### src/rtl/apb_completer_mem_if.sv
// APB4 completer-side bus bundle.
// Signals: psel, penable, pwrite, paddr, pwdata, pstrb (requester -> completer);
//          prdata, pready, pslverr (completer -> requester).
// Modports: master (requester side), slave (completer side).
interface apb_completer_mem_if #(
  parameter int AW = 8,
  parameter int DW = 32
);
  logic            psel;
  logic            penable;
  logic            pwrite;
  logic [AW-1:0]   paddr;
  logic [DW-1:0]   pwdata;
  logic [DW/8-1:0] pstrb;
  logic [DW-1:0]   prdata;
  logic            pready;
  logic            pslverr;

  modport master (
    output psel, penable, pwrite, paddr, pwdata, pstrb,
    input  prdata, pready, pslverr
  );

  modport slave (
    input  psel, penable, pwrite, paddr, pwdata, pstrb,
    output prdata, pready, pslverr
  );
endinterface

### src/rtl/apb_completer_mem.sv
// APB4 completer with an internal word-addressed register memory, a fixed
// number of wait states per access, byte strobes and error signalling.
// Ports:
//   pclk      - clock, rising edge
//   presetn   - asynchronous active-low reset
//   bus       - APB completer bundle (slave modport): psel, penable, pwrite,
//               paddr (word index), pwdata, pstrb -> prdata, pready, pslverr
//   proto_err - sticky protocol-violation flag, cleared only by reset
module apb_completer_mem #(
  parameter int AW    = 8,
  parameter int DW    = 32,
  parameter int DEPTH = 64,
  parameter int WAIT  = 1
) (
  input  logic                 pclk,
  input  logic                 presetn,
  apb_completer_mem_if.slave   bus,
  output logic                 proto_err
);
  localparam int          IW     = (DEPTH > 1) ? $clog2(DEPTH) : 1;
  localparam int          NB     = DW / 8;
  localparam logic [3:0]  WAIT_L = 4'(WAIT);
  localparam logic [AW:0] DEPTH_L = (AW + 1)'(DEPTH);

  typedef enum logic {IDLE, ACCESS} state_t;

  state_t          state;
  logic [3:0]      cnt;
  logic            write_q;
  logic [IW-1:0]   addr_q;
  logic [DW-1:0]   wdata_q;
  logic [NB-1:0]   strb_q;
  logic            err_q;
  logic [DW-1:0]   prdata_q;
  logic            pready_q;
  logic            pslverr_q;
  logic            proto_err_q;
  logic [DW-1:0]   mem [DEPTH];

  logic            addr_err;
  logic [IW-1:0]   idx;

  assign addr_err = ({1'b0, bus.paddr} >= DEPTH_L);
  assign idx      = bus.paddr[IW-1:0];

  // pready/pslverr are registered one edge early so that they equal
  // (state==ACCESS && cnt==0) and (pready && err_q) from flops only.
  always_ff @(posedge pclk or negedge presetn) begin
    if (!presetn) begin
      state       <= IDLE;
      cnt         <= '0;
      write_q     <= 1'b0;
      addr_q      <= '0;
      wdata_q     <= '0;
      strb_q      <= '0;
      err_q       <= 1'b0;
      prdata_q    <= '0;
      pready_q    <= 1'b0;
      pslverr_q   <= 1'b0;
      proto_err_q <= 1'b0;
      for (int unsigned i = 0; i < DEPTH; i++) mem[i] <= '0;
    end else begin
      case (state)
        IDLE: begin
          if (bus.psel && !bus.penable) begin
            state     <= ACCESS;
            write_q   <= bus.pwrite;
            addr_q    <= idx;
            wdata_q   <= bus.pwdata;
            strb_q    <= bus.pstrb;
            err_q     <= addr_err;
            cnt       <= WAIT_L;
            pready_q  <= (WAIT_L == 4'd0);
            pslverr_q <= (WAIT_L == 4'd0) && addr_err;
            if (!bus.pwrite) prdata_q <= addr_err ? '0 : mem[idx];
          end else if (bus.psel && bus.penable) begin
            proto_err_q <= 1'b1;
          end
        end
        ACCESS: begin
          if (bus.psel && bus.penable) begin
            if (cnt != 4'd0) begin
              cnt       <= cnt - 4'd1;
              pready_q  <= (cnt == 4'd1);
              pslverr_q <= (cnt == 4'd1) && err_q;
            end else begin
              state     <= IDLE;
              pready_q  <= 1'b0;
              pslverr_q <= 1'b0;
              if (write_q && !err_q) begin
                for (int unsigned b = 0; b < NB; b++) begin
                  if (strb_q[b]) mem[addr_q][b*8 +: 8] <= wdata_q[b*8 +: 8];
                end
              end
            end
          end else begin
            state       <= IDLE;
            cnt         <= '0;
            pready_q    <= 1'b0;
            pslverr_q   <= 1'b0;
            proto_err_q <= 1'b1;
          end
        end
        default: state <= IDLE;
      endcase
    end
  end

  assign bus.prdata  = prdata_q;
  assign bus.pready  = pready_q;
  assign bus.pslverr = pslverr_q;
  assign proto_err   = proto_err_q;
endmodule

### src/flat_wrapper.sv
// flat-port wrapper written by rule: the top's interface ports become plain ports
module apb_completer_mem_flat 
#(
  parameter int AW    = 8,
  parameter int DW    = 32,
  parameter int DEPTH = 64,
  parameter int WAIT  = 1
)
  (pclk, presetn, proto_err, bus_psel, bus_penable, bus_pwrite, bus_paddr, bus_pwdata, bus_pstrb, bus_prdata, bus_pready, bus_pslverr);
  apb_completer_mem_if #(.AW(AW), .DW(DW)) bus_i ();
  input  logic pclk;
  input  logic presetn;
  output logic proto_err;
  input wire logic [$bits(bus_i.psel)-1:0] bus_psel;
  input wire logic [$bits(bus_i.penable)-1:0] bus_penable;
  input wire logic [$bits(bus_i.pwrite)-1:0] bus_pwrite;
  input wire logic [$bits(bus_i.paddr)-1:0] bus_paddr;
  input wire logic [$bits(bus_i.pwdata)-1:0] bus_pwdata;
  input wire logic [$bits(bus_i.pstrb)-1:0] bus_pstrb;
  output wire logic [$bits(bus_i.prdata)-1:0] bus_prdata;
  output wire logic [$bits(bus_i.pready)-1:0] bus_pready;
  output wire logic [$bits(bus_i.pslverr)-1:0] bus_pslverr;
  assign bus_i.psel = bus_psel;
  assign bus_i.penable = bus_penable;
  assign bus_i.pwrite = bus_pwrite;
  assign bus_i.paddr = bus_paddr;
  assign bus_i.pwdata = bus_pwdata;
  assign bus_i.pstrb = bus_pstrb;
  assign bus_prdata = bus_i.prdata;
  assign bus_pready = bus_i.pready;
  assign bus_pslverr = bus_i.pslverr;
  apb_completer_mem #(.AW(AW), .DW(DW), .DEPTH(DEPTH), .WAIT(WAIT)) u_core (.pclk(pclk), .presetn(presetn), .bus(bus_i), .proto_err(proto_err));
endmodule
### config.mk
export PLATFORM = sky130hd
export DESIGN_NAME = apb_completer_mem_flat
export DESIGN_NICKNAME = d
export VERILOG_FILES = /design/src/rtl/apb_completer_mem_if.sv /design/src/rtl/apb_completer_mem.sv /design/src/flat_wrapper.sv
export SDC_FILE = /design/constraint.sdc
export NUM_CORES = 2
export LEC_CHECK = 0
export ABC_CLOCK_PERIOD_IN_PS = 3030
export CELL_PAD_IN_SITES_DETAIL_PLACEMENT = 1
export CELL_PAD_IN_SITES_GLOBAL_PLACEMENT = 1
export CORE_ASPECT_RATIO = 1.75
export CORE_MARGIN = 2
export CORE_UTILIZATION = 29
export CTS_CLUSTER_DIAMETER = 40
export DETAILED_ROUTE_END_ITERATION = 10
export PLACE_DENSITY = 0.52
export SETUP_SLACK_MARGIN = 0.1
export SYNTH_ARGS = -nofsm -noshare
export SYNTH_HDL_FRONTEND = slang
export SYNTH_SLANG_ARGS = --single-unit
### constraint.sdc
create_clock -name pclk -period 3.03 [get_ports pclk]
set_input_delay 0.303 -clock pclk [delete_from_list [all_inputs] [get_ports pclk]]
set_output_delay 0.303 -clock pclk [all_outputs]
set_load 0.05 [all_outputs]
==> flow_summary.html <==
<table>
<tr><th>Metric</th><th>Value</th></tr>
<tr><th colspan="2">Run status</th></tr>
<tr><td>Outcome</td><td>completed</td></tr>
<tr><th colspan="2">Clock network</th></tr>
<tr><td>Clock-pin transition on the worst setup and hold timing paths</td><td>0.06 ns</td></tr>
<tr><td>Buffer count from post-CTS setup fixing</td><td>0</td></tr>
<tr><td>Worst-skew pair later-pin latency</td><td>0.90 ns</td></tr>
<tr><td>H-tree lvl count</td><td>5</td></tr>
<tr><td>Root buf cell</td><td>clkbuf_16</td></tr>
<tr><td>Number of clock buffers inserted by TritonCTS</td><td>269</td></tr>
<tr><td>CTS tree</td><td>yes</td></tr>
<tr><td>Clock tree sinks</td><td>2132</td></tr>
<tr><td>CTS Buffer Depth</td><td>4</td></tr>
<tr><th colspan="2">Floorplan</th></tr>
<tr><td>Die W</td><td>442.6 um</td></tr>
<tr><td>Die height</td><td>771.5 um</td></tr>
<tr><td>Number of top-level pins</td><td>84</td></tr>
<tr><td>Effective utilization at floorplan</td><td>29.17%</td></tr>
<tr><td>Die ar.</td><td>0.3415 sq mm</td></tr>
<tr><td>Core area</td><td>0.3347 sq mm</td></tr>
<tr><td>Rows</td><td>281</td></tr>
<tr><th colspan="2">Synthesis</th></tr>
<tr><td>Top cell type's share of synthesized area</td><td>54.65%</td></tr>
<tr><td>Avg Synthesized Cell Area</td><td>15.19 sq um</td></tr>
<tr><td>Post-synth ARST share</td><td>100.0%</td></tr>
<tr><td>Largest cells by area after synthesis</td><td>dfrtp_1 (55%), mux2_2 (23%), mux4_2 (7.9%)</td></tr>
<tr><td>EDFF count, synth</td><td>0</td></tr>
<tr><td>Fraction of the mapped netlist area in simple logic gates</td><td>3.031%</td></tr>
<tr><td>Syn Nets</td><td>6479</td></tr>
<tr><td>Count of distinct cell types in the synthesized netlist</td><td>48</td></tr>
<tr><td>Netlist area before placement</td><td>0.09762 sq mm</td></tr>
<tr><td>Area share of xor/xnor cells in the synthesized design</td><td>0%</td></tr>
<tr><td>Multiplexer share of the synthesized area</td><td>37.26%</td></tr>
<tr><td>Seq/Total Area, Yosys</td><td>54.65%</td></tr>
<tr><td>Post-synth top area cell</td><td>dfrtp_1</td></tr>
<tr><td>Most common library cells after synthesis</td><td>dfrtp_1 (2132), mux2_2 (2016), mux2i_1 (479), mux4_2 (344), clkbuf_1 (317)</td></tr>
<tr><td>Post-Synth Adder-Cell Area</td><td>0.03845%</td></tr>
<tr><td>Post-synthesis compound-gate area fraction</td><td>2.762%</td></tr>
<tr><td>Ys flop type</td><td>dfrtp_1</td></tr>
<tr><td>Yosys warning total</td><td>0</td></tr>
<tr><td>Post-synthesis instance total</td><td>6427</td></tr>
<tr><td>Dominant combinational cell family by area after synthesis</td><td>multiplexers</td></tr>
<tr><td>Total of flip-flops plus latches after synthesis</td><td>2132</td></tr>
<tr><td>Dominant cell by count in the synthesized netlist</td><td>dfrtp_1</td></tr>
<tr><th colspan="2">Global route</th></tr>
<tr><td>Antenna violations before repair</td><td>12</td></tr>
<tr><td>Wire length of the first global-routing pass</td><td>507100 um</td></tr>
<tr><td>Global-route usage over all layers</td><td>20.47%</td></tr>
<tr><td>Pin count of the biggest net entering global routing</td><td>178</td></tr>
<tr><td>Number of global-route vias before repair</td><td>66660</td></tr>
<tr><td>Congestion Overflow GR</td><td>0</td></tr>
<tr><th colspan="2">Routing</th></tr>
<tr><td>Detailed Route Iter0 Violations</td><td>3367</td></tr>
<tr><td>Post-detailed-route via-to-cell ratio</td><td>5.116</td></tr>
<tr><td>Detailed-routing iteration count for the pre-antenna-repair pass</td><td>5</td></tr>
<tr><td>Overall via count from detail_route</td><td>59110</td></tr>
<tr><td>Sum of routed wire length over all layers</td><td>351100 um</td></tr>
<tr><td>Drc violations</td><td>0</td></tr>
<tr><td>Antenna-violating nets left</td><td>0</td></tr>
<tr><td>Per-cell routed wire length</td><td>30.39 um</td></tr>
<tr><th colspan="2">Critical path</th></tr>
<tr><td>Worst Path Max Fanout</td><td>11</td></tr>
<tr><td>Worst setup slack for register-to-register paths</td><td>0.09 ns</td></tr>
<tr><td>Startpoint type of the worst setup path</td><td>flip-flop</td></tr>
<tr><td>Critical path class</td><td>flip-flop to flip-flop</td></tr>
<tr><td>Arrival time of data at the critical path endpoint</td><td>3.70 ns</td></tr>
<tr><td>Required time reported for the critical path endpoint</td><td>3.79 ns</td></tr>
<tr><td>Kind of capture point of the worst setup path</td><td>flip-flop</td></tr>
<tr><th colspan="2">Hold path</th></tr>
<tr><td>Worst min-delay path category</td><td>input port to flip-flop</td></tr>
<tr><th colspan="2">Place</th></tr>
<tr><td>Post-detailed-placement half-perimeter wirelength</td><td>244700 um</td></tr>
<tr><td>Quantity of I/O buffers inserted on ports</td><td>83</td></tr>
<tr><td>Global placer's final weighted congestion</td><td>0.8262</td></tr>
<tr><th colspan="2">Layout</th></tr>
<tr><td>Share of the core filled with cells in the final layout</td><td>35.69%</td></tr>
<tr><td>Growth of design area from synthesis to finish</td><td>22.36%</td></tr>
<tr><td>Ratio of cells with drive above 1 in the final layout</td><td>51.58%</td></tr>
<tr><td>Number of nets in the layout</td><td>7013</td></tr>
<tr><th colspan="2">STA</th></tr>
<tr><td>Slew Limit Headroom</td><td>17.83%</td></tr>
<tr><td>Slew at the pin with the worst max-slew slack</td><td>1.230 ns</td></tr>
<tr><td>Setup TNS</td><td>0 ns</td></tr>
<tr><td>Portion of the clock cycle consumed by the worst path in the final layout</td><td>97.09%</td></tr>
<tr><td>Highest achievable clock rate</td><td>339.9 MHz</td></tr>
<tr><td>Number of pins with negative max-slew slack in the final report</td><td>0</td></tr>
<tr><td>Shortest period the worst path allows</td><td>2.942 ns</td></tr>
<tr><td>Worst Clk Skew</td><td>0.05698 ns</td></tr>
<tr><td>Setup repair after global routing missed its margin</td><td>false</td></tr>
<tr><td>Fin. Hold Viols</td><td>0</td></tr>
<tr><td>Final Setup Violations</td><td>0</td></tr>
<tr><th colspan="2">Pwr</th></tr>
<tr><td>Largest voltage drop on the vdd net</td><td>0.4392 mV</td></tr>
<tr><td>Leak</td><td>56.46 nW</td></tr>
<tr><td>Pwr/cell area</td><td>576.2 mW/mm^2</td></tr>
<tr><th colspan="2">Flow run</th></tr>
<tr><td>Max-cap violations</td><td>0</td></tr>
</table>
-- where the power goes --
group	internal (mW)	switching (mW)
sequential	28.7	1.09
clock	20.7	13.5
combinational	1.45	3.48
-- cell usage in the layout (no fill, tap or decap), types with 6 or more instances in the layout --
master / Yosys / routed
dfrtp_2: 0 / 32
clkbuf_1: 317 / 31
clkbuf_8: 0 / 34
buf_12: 0 / 256
nor2_1: 39 / 35
a22oi_1: 219 / 219
inv_6: 0 / 22
clkinvlp_4: 0 / 11
nor2_4: 80 / 83
mux2i_1: 479 / 479
inv_8: 0 / 9
dlygate4sd3_1: 0 / 19
diode_2: 0 / 6
dfrtp_1: 2132 / 2100
clkbuf_16: 0 / 280
bufinv_16: 0 / 32
clkdlybuf4s50_1: 0 / 77
mux4_2: 344 / 344
nor4_1: 27 / 27
nor2b_4: 0 / 6
clkinv_2: 0 / 33
nor2_2: 112 / 113
buf_4: 63 / 378
a221o_1: 18 / 18
a21oi_1: 107 / 107
clkinv_8: 0 / 7
nand3_1: 16 / 16
o22ai_1: 15 / 15
nand2_1: 150 / 141
mux2_2: 2016 / 2016
mux2_1: 100 / 100
and2_1: 10 / 8
o21ai_1: 8 / 8
nor3_1: 12 / 12
clkinv_4: 0 / 12
-- critical path, stage by stage (launching register included) --
cell and delay, ns:
dfrtp_1 0.58, nand2_1 0.14, or2_2 0.35, nor2_1 0.67, buf_4 0.33, nand2_1 0.33
mux2_2 0.39
-- flip-flops by register name, indices dropped and copies added, names as in the netlist, 4 cells and up --
name	count
u_core.bus.prdata	32
u_core.cnt	4
u_core.mem	2048
u_core.wdata_q	32
u_core.addr_q	6
u_core.strb_q	4
-- routing by layer --
metal | wire, um | global-route usage [%] | up-vias
met5 | 44 | 0 | -
met4 | 18920 | 9.732 | 6
met3 | 9340 | 2.340 | 516
met2 | 184400 | 37.42 | 983
met1 | 138400 | 23.72 | 32720
li1 | - | - | 24890
-- final timing paths --
path / end / start / cells past startpoint
min: u_core.wdata_q[17] / bus_pwdata[17] / 2
max: u_core.mem[343] / u_core.addr_q[4] / 6
min reg2reg: u_core.bus.pready / u_core.bus.pready / 1
min in group asynchronous: u_core.mem[947] / presetn / 3
max reg2reg: u_core.mem[343] / u_core.addr_q[4] / 6
max in group asynchronous: u_core.mem[1759] / presetn / 4
-- stage by stage --
stage	worst slack, ns	cells	instance area [sq um]	power [mW]	hold WS (ns)
final	0.08815	11550	119400	68.83	0.06292
after detailed placement	0.07437	11060	109900	35.29	0.4367
after CTS	0.1151	11550	119400	69.89	0.002041
after global routing	0.1033	11550	119400	71.11	0.04326
after global placement	0.07761	11060	109900	35.16	0.4206
after floorplan	0.6024	6427	97620	31.98	0.007409
-- logic make-up (layout without fill, tap and decap cells) --
kind of cell	after synthesis	after routing
buffers and inverters	475	1210
flip-flops	2132	2132
AO/OA/AOI/OAI	394	394
AND/OR/NAND/NOR	484	484
adder cells (fa/ha/maj)	3	3
other	0	6
multiplexers	2939	2939
-- repair_timing --
item                                     CTS  global route
resized for setup                          1             4
endpoints found under the setup margin     8            34
hold endpoints to repair                1162             0
hold buffers                              19             0
-- layout make-up --
type,instances,area (sq um)
Multi-Input combinational cell,3820,42210
Sequential cell,2132,53390
Clock buffer,345,7591
Antenna cell,6,15.01
Inverter,4,15.01
Tap cell,4386,5488
Fill cell,34070,215300
Timing Repair Buffer,734,8996
Clock inverter,127,1742
(Power assumes the default switching activity.)
